`src/rtl/bomb_sched_pkg.sv`:
```
// Package: bomb_sched_pkg
// Shared types and constants for the bomb fuse scheduler.
//   slot_state_t : per-slot fuse lifecycle (FREE -> ARMED -> EXPIRED -> FREE)
//   out_state_t  : explosion port state (idle / holding a presented expiry)
//   DEFAULT_FUSE : 3 s fuse at the 64 Hz game tick
package bomb_sched_pkg;

  typedef enum logic [1:0] {
    FREE    = 2'd0,
    ARMED   = 2'd1,
    EXPIRED = 2'd2
  } slot_state_t;

  typedef enum logic {
    OUT_IDLE = 1'b0,
    OUT_HOLD = 1'b1
  } out_state_t;

  localparam logic [7:0] DEFAULT_FUSE = 8'd192;

endpackage

```
`src/rtl/bomb_fuse_scheduler_rr_arbiter.sv`:
```
// Module: rr_arbiter
// Purely combinational round-robin pick. The search starts at ptr and wraps
// modulo N; the first requesting index wins.
// Ports:
//   req  in  N  request vector
//   ptr  in  W  search start index
//   gnt  out N  one-hot grant (all zero when no request)
//   idx  out W  index of the granted request
//   any  out 1  at least one request present
module rr_arbiter #(
  parameter  int N = 4,
  localparam int W = $clog2(N)
) (
  input  logic [N-1:0] req,
  input  logic [W-1:0] ptr,
  output logic [N-1:0] gnt,
  output logic [W-1:0] idx,
  output logic         any
);

  always_comb begin
    logic [W-1:0] j;
    j   = '0;
    gnt = '0;
    idx = '0;
    any = 1'b0;
    for (int k = 0; k < N; k++) begin
      j = W'((int'(ptr) + k) % N);
      if (!any && req[j]) begin
        any    = 1'b1;
        gnt[j] = 1'b1;
        idx    = j;
      end
    end
  end

endmodule

```
`src/rtl/bomb_fuse_scheduler.sv`:
```
// Module: bomb_fuse_scheduler
// Shares the 64 Hz game tick among N_SLOTS bomb fuses. Armed slots count
// down on each slow_clk rise; expired slots are arbitrated round-robin onto
// one valid/ready explosion port.
// Ports:
//   Clk, Reset_n            system clock, async active-low reset
//   slow_clk                64 Hz square wave (rising edges only)
//   arm_valid/arm_ready     arm request handshake; ready = some slot FREE
//   arm_fuse, arm_tag       fuse length in ticks (0 acts as 1), payload
//   arm_slot                slot an accepted arm lands in (lowest FREE)
//   exp_valid/exp_ready     explosion handshake
//   exp_slot, exp_tag       presented expired slot and its payload
//   active                  bit i set while slot i is not FREE
// Build option: define FUSE_CHAIN_EN to add chain_valid/chain_slot, which
// force an ARMED slot to EXPIRED on the next cycle (chain reactions).
module bomb_fuse_scheduler
  import bomb_sched_pkg::*;
#(
  parameter  int N_SLOTS = 4,
  parameter  int FUSE_W  = 8,
  parameter  int TAG_W   = 8,
  localparam int SLOT_W  = $clog2(N_SLOTS)
) (
  input  logic                Clk,
  input  logic                Reset_n,
  input  logic                slow_clk,
  input  logic                arm_valid,
  output logic                arm_ready,
  input  logic [FUSE_W-1:0]   arm_fuse,
  input  logic [TAG_W-1:0]    arm_tag,
  output logic [SLOT_W-1:0]   arm_slot,
`ifdef FUSE_CHAIN_EN
  input  logic                chain_valid,
  input  logic [SLOT_W-1:0]   chain_slot,
`endif
  output logic                exp_valid,
  input  logic                exp_ready,
  output logic [SLOT_W-1:0]   exp_slot,
  output logic [TAG_W-1:0]    exp_tag,
  output logic [N_SLOTS-1:0]  active
);

  logic                 slow_d, tick;
  slot_state_t          st    [N_SLOTS];
  logic [FUSE_W-1:0]    cnt   [N_SLOTS];
  logic [TAG_W-1:0]     tag_q [N_SLOTS];
  logic [N_SLOTS-1:0]   free_v, exp_v, gnt;
  logic                 arm_fire, hs, any_exp;
  logic [FUSE_W-1:0]    fuse_eff;
  logic [SLOT_W-1:0]    win, ptr_q, ptr_nxt, slot_nxt;
  logic [TAG_W-1:0]     tag_nxt, sel_tag;
  out_state_t           out_st, out_nxt;

  // Delay flop resets high so slow_clk already high at reset release
  // does not look like a rising edge.
  always_ff @(posedge Clk or negedge Reset_n) begin
    if (!Reset_n) begin
      slow_d <= 1'b1;
      tick   <= 1'b0;
    end else begin
      slow_d <= slow_clk;
      tick   <= slow_clk & ~slow_d;
    end
  end

  always_comb begin
    for (int i = 0; i < N_SLOTS; i++) begin
      free_v[i] = (st[i] == FREE);
      exp_v[i]  = (st[i] == EXPIRED);
    end
  end

  // Lowest FREE index: scan downward so the last hit is the lowest.
  always_comb begin
    arm_slot = '0;
    for (int i = N_SLOTS - 1; i >= 0; i--)
      if (free_v[i]) arm_slot = SLOT_W'(i);
  end

  // arm_ready comes from registered state only; no path from exp_ready.
  assign arm_ready = |free_v;
  assign active    = ~free_v;
  assign arm_fire  = arm_valid & arm_ready;
  assign fuse_eff  = (arm_fuse == '0) ? FUSE_W'(1) : arm_fuse;
  assign exp_valid = (out_st == OUT_HOLD);
  assign hs        = exp_valid & exp_ready;

  // Slot array. A slot armed this cycle is FREE, so a coincident tick
  // cannot decrement it.
  always_ff @(posedge Clk or negedge Reset_n) begin
    if (!Reset_n) begin
      for (int i = 0; i < N_SLOTS; i++) begin
        st[i]    <= FREE;
        cnt[i]   <= '0;
        tag_q[i] <= '0;
      end
    end else begin
      for (int i = 0; i < N_SLOTS; i++) begin
        case (st[i])
          FREE: begin
            if (arm_fire && arm_slot == SLOT_W'(i)) begin
              st[i]    <= ARMED;
              cnt[i]   <= fuse_eff;
              tag_q[i] <= arm_tag;
            end
          end
          ARMED: begin
`ifdef FUSE_CHAIN_EN
            if (chain_valid && chain_slot == SLOT_W'(i)) begin
              st[i]  <= EXPIRED;
              cnt[i] <= '0;
            end else
`endif
            if (tick) begin
              if (cnt[i] == FUSE_W'(1)) begin
                st[i]  <= EXPIRED;
                cnt[i] <= '0;
              end else if (cnt[i] != '0) begin
                cnt[i] <= cnt[i] - FUSE_W'(1);
              end
            end
          end
          EXPIRED: begin
            if (hs && exp_slot == SLOT_W'(i)) st[i] <= FREE;
          end
          default: st[i] <= FREE;
        endcase
      end
    end
  end

  rr_arbiter #(.N(N_SLOTS)) u_arb (
    .req (exp_v),
    .ptr (ptr_q),
    .gnt (gnt),
    .idx (win),
    .any (any_exp)
  );

  always_comb begin
    sel_tag = '0;
    for (int i = 0; i < N_SLOTS; i++)
      if (gnt[i]) sel_tag |= tag_q[i];
  end

  // Output FSM: latch the winner in IDLE, hold it stable until accepted.
  always_comb begin
    out_nxt  = out_st;
    slot_nxt = exp_slot;
    tag_nxt  = exp_tag;
    ptr_nxt  = ptr_q;
    case (out_st)
      OUT_IDLE: begin
        if (any_exp) begin
          slot_nxt = win;
          tag_nxt  = sel_tag;
          out_nxt  = OUT_HOLD;
        end
      end
      OUT_HOLD: begin
        if (exp_ready) begin
          out_nxt = OUT_IDLE;
          ptr_nxt = (exp_slot == SLOT_W'(N_SLOTS - 1)) ? '0 : exp_slot + SLOT_W'(1);
        end
      end
      default: out_nxt = OUT_IDLE;
    endcase
  end

  always_ff @(posedge Clk or negedge Reset_n) begin
    if (!Reset_n) begin
      out_st   <= OUT_IDLE;
      exp_slot <= '0;
      exp_tag  <= '0;
      ptr_q    <= '0;
    end else begin
      out_st   <= out_nxt;
      exp_slot <= slot_nxt;
      exp_tag  <= tag_nxt;
      ptr_q    <= ptr_nxt;
    end
  end

endmodule

```
`config.mk`:
```
export PLATFORM = sky130hd
export DESIGN_NAME = bomb_fuse_scheduler
export DESIGN_NICKNAME = d
export VERILOG_FILES = /design/src/rtl/bomb_sched_pkg.sv /design/src/rtl/bomb_fuse_scheduler_rr_arbiter.sv /design/src/rtl/bomb_fuse_scheduler.sv
export SDC_FILE = /design/constraint.sdc
export NUM_CORES = 1
export LEC_CHECK = 0
export ABC_AREA = 1
export ABC_CLOCK_PERIOD_IN_PS = 3500
export CAP_MARGIN = 25
export CELL_PAD_IN_SITES_DETAIL_PLACEMENT = 1
export CELL_PAD_IN_SITES_GLOBAL_PLACEMENT = 2
export CORE_AREA = 2 2 127 129
export CTS_CLUSTER_DIAMETER = 40
export DETAILED_ROUTE_END_ITERATION = 8
export DIE_AREA = 0 0 129 131
export GPL_TIMING_DRIVEN = 0
export HOLD_SLACK_MARGIN = 0.03
export PLACE_DENSITY_LB_ADDON = 0.1
export SYNTH_ARGS = -nofsm -noshare
export SYNTH_HDL_FRONTEND = slang
export SYNTH_SLANG_ARGS = --single-unit
```
`constraint.sdc`:
```
create_clock -name Clk -period 3.5 [get_ports Clk]
set_clock_uncertainty 0.15 [all_clocks]
set_input_delay 0.7 -clock Clk [delete_from_list [all_inputs] [get_ports Clk]]
set_output_delay 0.7 -clock Clk [all_outputs]
set_load 0.02 [all_outputs]
```
==> key figures, run 1 <==
Synthesis
  • Mapped Cells: 639
  • Post-Syn Area: 4910 um^2
  • Synth area leader: dfrtp_1
  • Synth async-reset ratio: 1.00
  • Most frequent cells after synthesis: 175 x nand2_1, 86 x dfrtp_1, 70 x inv_1, 67 x o21ai_0, 60 x nor2_1
  • Synth Area per Inst: 7.69 um^2
  • Ys flop type: dfrtp_1
  • Most common cell in the synthesized netlist: nand2_1
  • Synth unique cells: 36
  • Area contributors post-synth: dfrtp_1 44%, nand2_1 13%, o21ai_0 6.8%
  • Post-Syn Nets: 680
  • Synth top area share: 0.438
  • Syn. warnings: 0
  • Sequential fraction of the synthesis area: 0.443
  • #FFs+latches synth: 87
  • Post-synth EDFFs: 0

Drt
  • Post-route ant nets: 0
  • 1st-iter DRT viols: 174
  • DRC: 0
  • Mean routed wirelength per cell: 16.4 um
  • DRT Wirelength: 15000 um
  • DR vias/cell: 4.94
  • Via count: 4494
  • First-pass iteration count of the detailed router: 4

Outcome
  • Status: finished, final reports clean

Die
  • Core ar.: 15600 um^2
  • DIE AREA: 16900 um^2
  • # IOs: 39
  • Die Wd: 129 um
  • Initial cell density of the core: 0.315
  • Die Ht: 131 um
  • Std-Cell Rows: 46

CTS
  • CTS tree: built
  • Total CTS buffers: 9
  • Setup Fix Bufs, Post-CTS: 0
  • H-tree lvl count: 3
  • Hold Buf Count CTS: 0
  • Post-CTS resize count: 0
  • Clk root buf: clkbuf_16
  • Worst skew pair latency: 350 ps
  • Max clock buf depth: 2
  • Clk slew on worst S/H paths: 70 ps
  • CTS sink cnt: 87

Worst setup path
  • Critical path's top delay family: buffers and inverters
  • Data required, critical path: 2650 ps
  • WP data arrival: 2090 ps
  • Worst Setup Path Type: flip-flop to primary output
  • Critical path, cell by cell: nor2_1 -> nand2_1 -> a21oi_1 -> clkdlybuf4s50_1
  • R2R depth: 12
  • CP max FO: 6
  • CP Launch Type: flip-flop
  • Slowest-stage cell, CP: clkdlybuf4s50_1
  • CP bufs+invs: 1
  • R2r setup slk: 720 ps
  • Slowest stage delay, CP: 640 ps
  • CP endpoint kind: primary output
  • FF-to-FF End: exp_tag[4]
  • R2r startpoint: ptr_q[0]

Power and ir drop
  • Pint: 0.00312 W
  • Clock power share: 0.157
  • Sw frac: 0.484
  • Leakage power: 2.74 nW
  • Power share of the combinational group: 0.536
  • Reg power frac: 0.307
  • Power density cells: 1030 nW/um^2
  • Net switching power: 0.00293 W
  • Peak supply drop: 0.296 mV

Timing
  • Final setup violation count: 0
  • Slew Viols, Final: 0
  • Fmax: 0.340 GHz
  • Part of the cycle the worst path needs: 0.839
  • Hold violation count in the final report: 0
  • RSZ-0062 raised after global routing: no
  • Slew headroom: 0.602
  • Worst slew pin tran: 589 ps
  • Min Clock Period, post-route: 2940 ps

Place
  • Placed Cells: 894
  • RePlAce Congestion: 0.820
  • Dpl hpwl: 11000 um
  • IO Port Bufs: 38

Final layout
  • Share of layout cells above drive strength 1: 0.0605
  • Final std cells w/o fill: 910
  • Fill cell count: 1907
  • Nets: 730
  • ANT cells: 0
  • Synth-to-layout area growth: 19.5%
  • Final core occ: 0.376

Job
  • MaxCap Viol Count: 0

Global routing
  • Antenna violations before repair: 0
  • Number of global-route vias before repair: 4649
  • Overall Global Routing Usage: 0.190
  • First-pass GRT wire length: 24600 um
  • GR Overflow Total: 0
  • Largest net degree at the start of global routing: 61

Worst hold path
  • Class of the worst hold path: primary input to async pin
==> flip-flops by register name, summed over array words and instances (netlist names) <==
name       count
exp_slot       2
ptr_q          2
tick           1
exp_valid      1
st             8
tag_q         32
slow_d         1
exp_tag        8
cnt           32
==> power by group through the flow <==
stage	Clock (W)	Sequential [W]	Combinational (W)
final	0.000951	0.00186	0.00325
after global routing	0.00102	0.00193	0.00374
after detailed placement	0	0.00188	0.00330
after global placement	0	0.00186	0.00320
after floorplan	0	0.00186	0.00221
after CTS	0.000987	0.00186	0.00331
==> worst max-delay path by stage <==
stage / start / to / slack, ps / cells past startpoint
after global routing: ptr_q[1] / exp_tag[4] / 420 / 12
after floorplan: ptr_q[0] / exp_slot[0] / 1360 / 12
after CTS: st[1] / arm_slot[0] / 550 / 4
final: st[1] / arm_slot[0] / 560 / 4
after global placement: Reset_n / cnt[7] / -2010 / 1
after detailed placement: ptr_q[0] / exp_tag[4] / 680 / 12
==> metrics by stage <==
stage | total power (W) | setup WS [ps] | setup TNS (ps) | hold WS (ps) | cell area [um^2]
3_5_place_dp | 0.00517 | 682 | 0 | 322 | 5590
2_1_floorplan | 0.00406 | 1360 | 0 | 254 | 4910
6_report | 0.00606 | 562 | 0 | 126 | 5870
3_3_place_gp | 0.00506 | -2010 | -172650 | 318 | 5560
4_1_cts | 0.00616 | 545 | 0 | 143 | 5870
5_1_grt | 0.00669 | 422 | 0 | 157 | 5870
==> worst register-to-register path, stage by stage, from the launching register on <==
cell and delay, ps:
dfrtp_1 550, inv_2 190, ha_1 360, inv_1 130, nand2_1 110, nand2_1 170, nor2_1 110, nand4_1 90
nand3_1 350, nand2_1 180, nand3_1 90, nor2_1 140, nor2_1 50
==> logic make-up (layout without fill, tap and decap cells) <==
family / after synthesis / count (layout) / synth area share
AOI/OAI and AO/OA: 128 / 128 / 0.152
xor gates and xnor gates: 15 / 15 / 0.0267
adders and majority gates: 20 / 20 / 0.0509
buffers and inverters: 83 / 138 / 0.0667
DFF: 87 / 87 / 0.443
and+or+nand+nor: 306 / 306 / 0.260
==> per-layer routing <==
layer  GRT usage  vias up  wire length (um)
met5           0        -                 0
met4      0.0588        0               255
met3      0.0289       20               384
met2       0.330       53              7430
met1       0.244     2222              6880
li1            -     2199                 -
==> cell usage in the layout, fill, tap and decap left out, types with 2 or more instances in the layout <==
| master | Yosys | layout |
|---|---|---|
| nand2_1 | 175 | 175 |
| dfrtp_1 | 86 | 86 |
| inv_1 | 70 | 70 |
| o21ai_0 | 67 | 67 |
| nor2_1 | 60 | 60 |
| nand3_1 | 44 | 44 |
| clkdlybuf4s50_1 | 0 | 37 |
| a21oi_1 | 21 | 21 |
| ha_1 | 20 | 20 |
| o22ai_1 | 19 | 19 |
| xor2_1 | 11 | 11 |
| clkbuf_16 | 0 | 9 |
| nor3_1 | 8 | 8 |
| nor2_2 | 7 | 7 |
| clkbuf_1 | 4 | 5 |
| inv_2 | 5 | 5 |
| o32ai_1 | 4 | 4 |
| xnor2_1 | 4 | 4 |
| o211ai_1 | 4 | 4 |
| nand4_1 | 4 | 4 |
| o21ai_1 | 3 | 3 |
| a22oi_1 | 2 | 2 |
| buf_6 | 2 | 2 |
| o21ai_2 | 2 | 2 |
| nor2_4 | 2 | 2 |
| nand3b_1 | 2 | 2 |
| nand2_2 | 2 | 2 |
| clkinvlp_4 | 0 | 2 |
| inv_6 | 0 | 2 |
==> cell type report <==
type	count	area (um^2)	area share
plain buffers	7	42.5	0.00724
inverters	76	285	0.0486
multi-input cells	469	2410	0.410
well taps	216	270	0.0460
clock buffers	11	243	0.0413
repair buffers	39	405	0.0690
clock inverters	5	41.3	0.00703
flip-flops and latches	87	2180	0.371
Power figures use the tool's default switching activity.
==> inputs of run 2 (changes only) <==
Settings changed: ABC_CLOCK_PERIOD_IN_PS 3500 to 2600, CORE_AREA 2 2 127 129 to 2 2 129 131, DIE_AREA 0 0 129 131 to 0 0 131 133.
Clock period 3.5 ns to 2.6 ns, I/O delays scaled along.
==> key figures, run 2 (same netlist as run 1, synthesis figures left out) <==
Outcome
  • Status: finished, final reports clean

Drt
  • DR vias/cell: 4.84
  • DRC: 0
  • First-pass iteration count of the detailed router: 4
  • Post-route ant nets: 0
  • Mean routed wirelength per cell: 16.4 um
  • Via count: 4460
  • 1st-iter DRT viols: 136
  • DRT Wirelength: 15100 um

Die
  • DIE AREA: 17400 um^2
  • Core ar.: 16200 um^2
  • Die Ht: 133 um
  • # IOs: 39
  • Initial cell density of the core: 0.304
  • Std-Cell Rows: 47
  • Die Wd: 131 um

CTS
  • Clk root buf: clkbuf_16
  • H-tree lvl count: 3
  • CTS tree: built
  • CTS sink cnt: 87
  • Worst skew pair latency: 360 ps
  • Total CTS buffers: 9
  • Max clock buf depth: 2
  • Clk slew on worst S/H paths: 80 ps

Worst hold path
  • Class of the worst hold path: flip-flop to flip-flop

Timing
  • Worst slew pin tran: 622 ps
  • Hold violation count in the final report: 0
  • Setup TNS: 0 ps
  • RSZ-0062 raised after global routing: no
  • Final worst slack: 80.6 ps
  • Part of the cycle the worst path needs: 0.969
  • Final setup violation count: 0
  • Fmax: 0.397 GHz
  • Slew headroom: 0.583
  • Min Clock Period, post-route: 2520 ps
  • Slew Viols, Final: 0

Final layout
  • Top flop regs: cnt (32), tag_q (32)
  • ANT cells: 0
  • Nets: 738
  • Final core occ: 0.371
  • Final std cells w/o fill: 922
  • Share of layout cells above drive strength 1: 0.0840
  • Commonest non-fill, non-tap cell in the layout: nand2_1
  • Multi-input logic area: 2450 um^2
  • Synth-to-layout area growth: 22.1%
  • Fill cell count: 1985
  • Register area: 2180 um^2
  • Most frequent cells in the layout: 174 x nand2_1, 83 x dfrtp_1, 69 x inv_1, 67 x o21ai_0, 59 x nor2_1

Worst setup path
  • Data required, critical path: 1930 ps
  • Critical path, cell by cell: nor2_2 -> nor2_1 -> nand3_1 -> clkdlybuf4s50_1
  • Slowest-stage cell, CP: clkdlybuf4s50_1
  • Worst Setup Path Type: flip-flop to primary output
  • CP endpoint kind: primary output
  • CP Launch Type: flip-flop
  • WP data arrival: 1850 ps
  • Slowest stage delay, CP: 610 ps
  • CP max FO: 6

Place
  • Dpl hpwl: 11200 um
  • IO Port Bufs: 38
  • RePlAce Congestion: 0.811
  • Placed Cells: 898
  • Pre-CTS setup slack: -227 ps

Global routing
  • GR Layer Usage met3: 0.0247
  • GR Util met1: 0.243
  • GR Overflow Total: 0
  • GRT Max-Usage Layer: met2
  • Met2 usage: 0.315
  • First-pass GRT wire length: 25100 um
  • Overall Global Routing Usage: 0.187
  • Largest net degree at the start of global routing: 53
  • Number of global-route vias before repair: 4786
  • Antenna violations before repair: 0

Job
  • MaxCap Viol Count: 0

Power and ir drop
  • Power density cells: 1390 nW/um^2
  • Total power: 0.00835 W
  • Peak supply drop: 0.483 mV
  • Leakage power: 2.81 nW
==> run 2: cell count changes in the layout (fill, tap and decap cells not counted), sizes merged <==
cell           change
inv                +2
buf                +7
dlygate4sd2        +2
clkinvlp           -1
clkdlybuf4s50      -2
clkinv             +1
dlygate4sd3        +1
clkbuf             -2
==> run 2: path summary, 6_finish.rpt <==
kind | cells after the start | end | startpoint | slack, ps
worst max-delay path | 4 | arm_ready | st[1] | 80
worst min-delay path | 1 | tick | slow_d | 330
worst max register to register | 12 | exp_slot[0] | ptr_q[0] | 180
worst min register to register | 1 | tick | slow_d | 330
max in group asynchronous | 3 | slow_d | Reset_n | 1050
min in group asynchronous | 2 | exp_slot[1] | Reset_n | 550
==> run 2: repair_timing <==
action	4_1_cts	5_1_grt
resized for setup	9	6
endpoints found under the setup margin	12	25
hold buffers	1	0
setup buffers	1	6
endpoints found under the hold margin	35	0
pin swaps	1	0
==> run 2: power breakdown <==
group | leakage, nW | switching (W) | internal [W] | total (W)
Clock | 0.146 | 0.000657 | 0.000680 | 0.00134
Sequential | 1.07 | 0.000491 | 0.00201 | 0.00250
Combinational | 1.59 | 0.00292 | 0.00159 | 0.00451
Total | 2.81 | 0.00407 | 0.00428 | 0.00835
==> run 2: metal layers <==
layer | vias to the layer above | wire length [um]
li1 | 2217 | -
met1 | 2173 | 7050
met2 | 50 | 7460
met3 | 20 | 325
met4 | 0 | 308
met5 | - | 0
==> run 2: worst max-delay path: cells and delay by family (launching register included) <==
family	cells	cell delay, ps
flip-flops	1	490
AND/OR/NAND/NOR	3	380
buffers and inverters	1	610
==> run 2: layout make-up <==
type,count,share of cell area
multi-input combinational,469,0.408
buffer,7,0.00709
sequential,87,0.364
clock buffer,9,0.0375
timing repair buffer,47,0.0776
inverter,76,0.0482
clock inverter,7,0.0115
tap,220,0.0459
==> run 2: stage by stage <==
| stage | hold WS, ps | area (um^2) |
|---|---|---|
| 2_1_floorplan | 74.4 | 4910 |
| 3_3_place_gp | 313 | 5570 |
| 3_5_place_dp | 324 | 5590 |
| 4_1_cts | 342 | 5920 |
| 5_1_grt | 358 | 6000 |
| 6_report | 332 | 6000 |
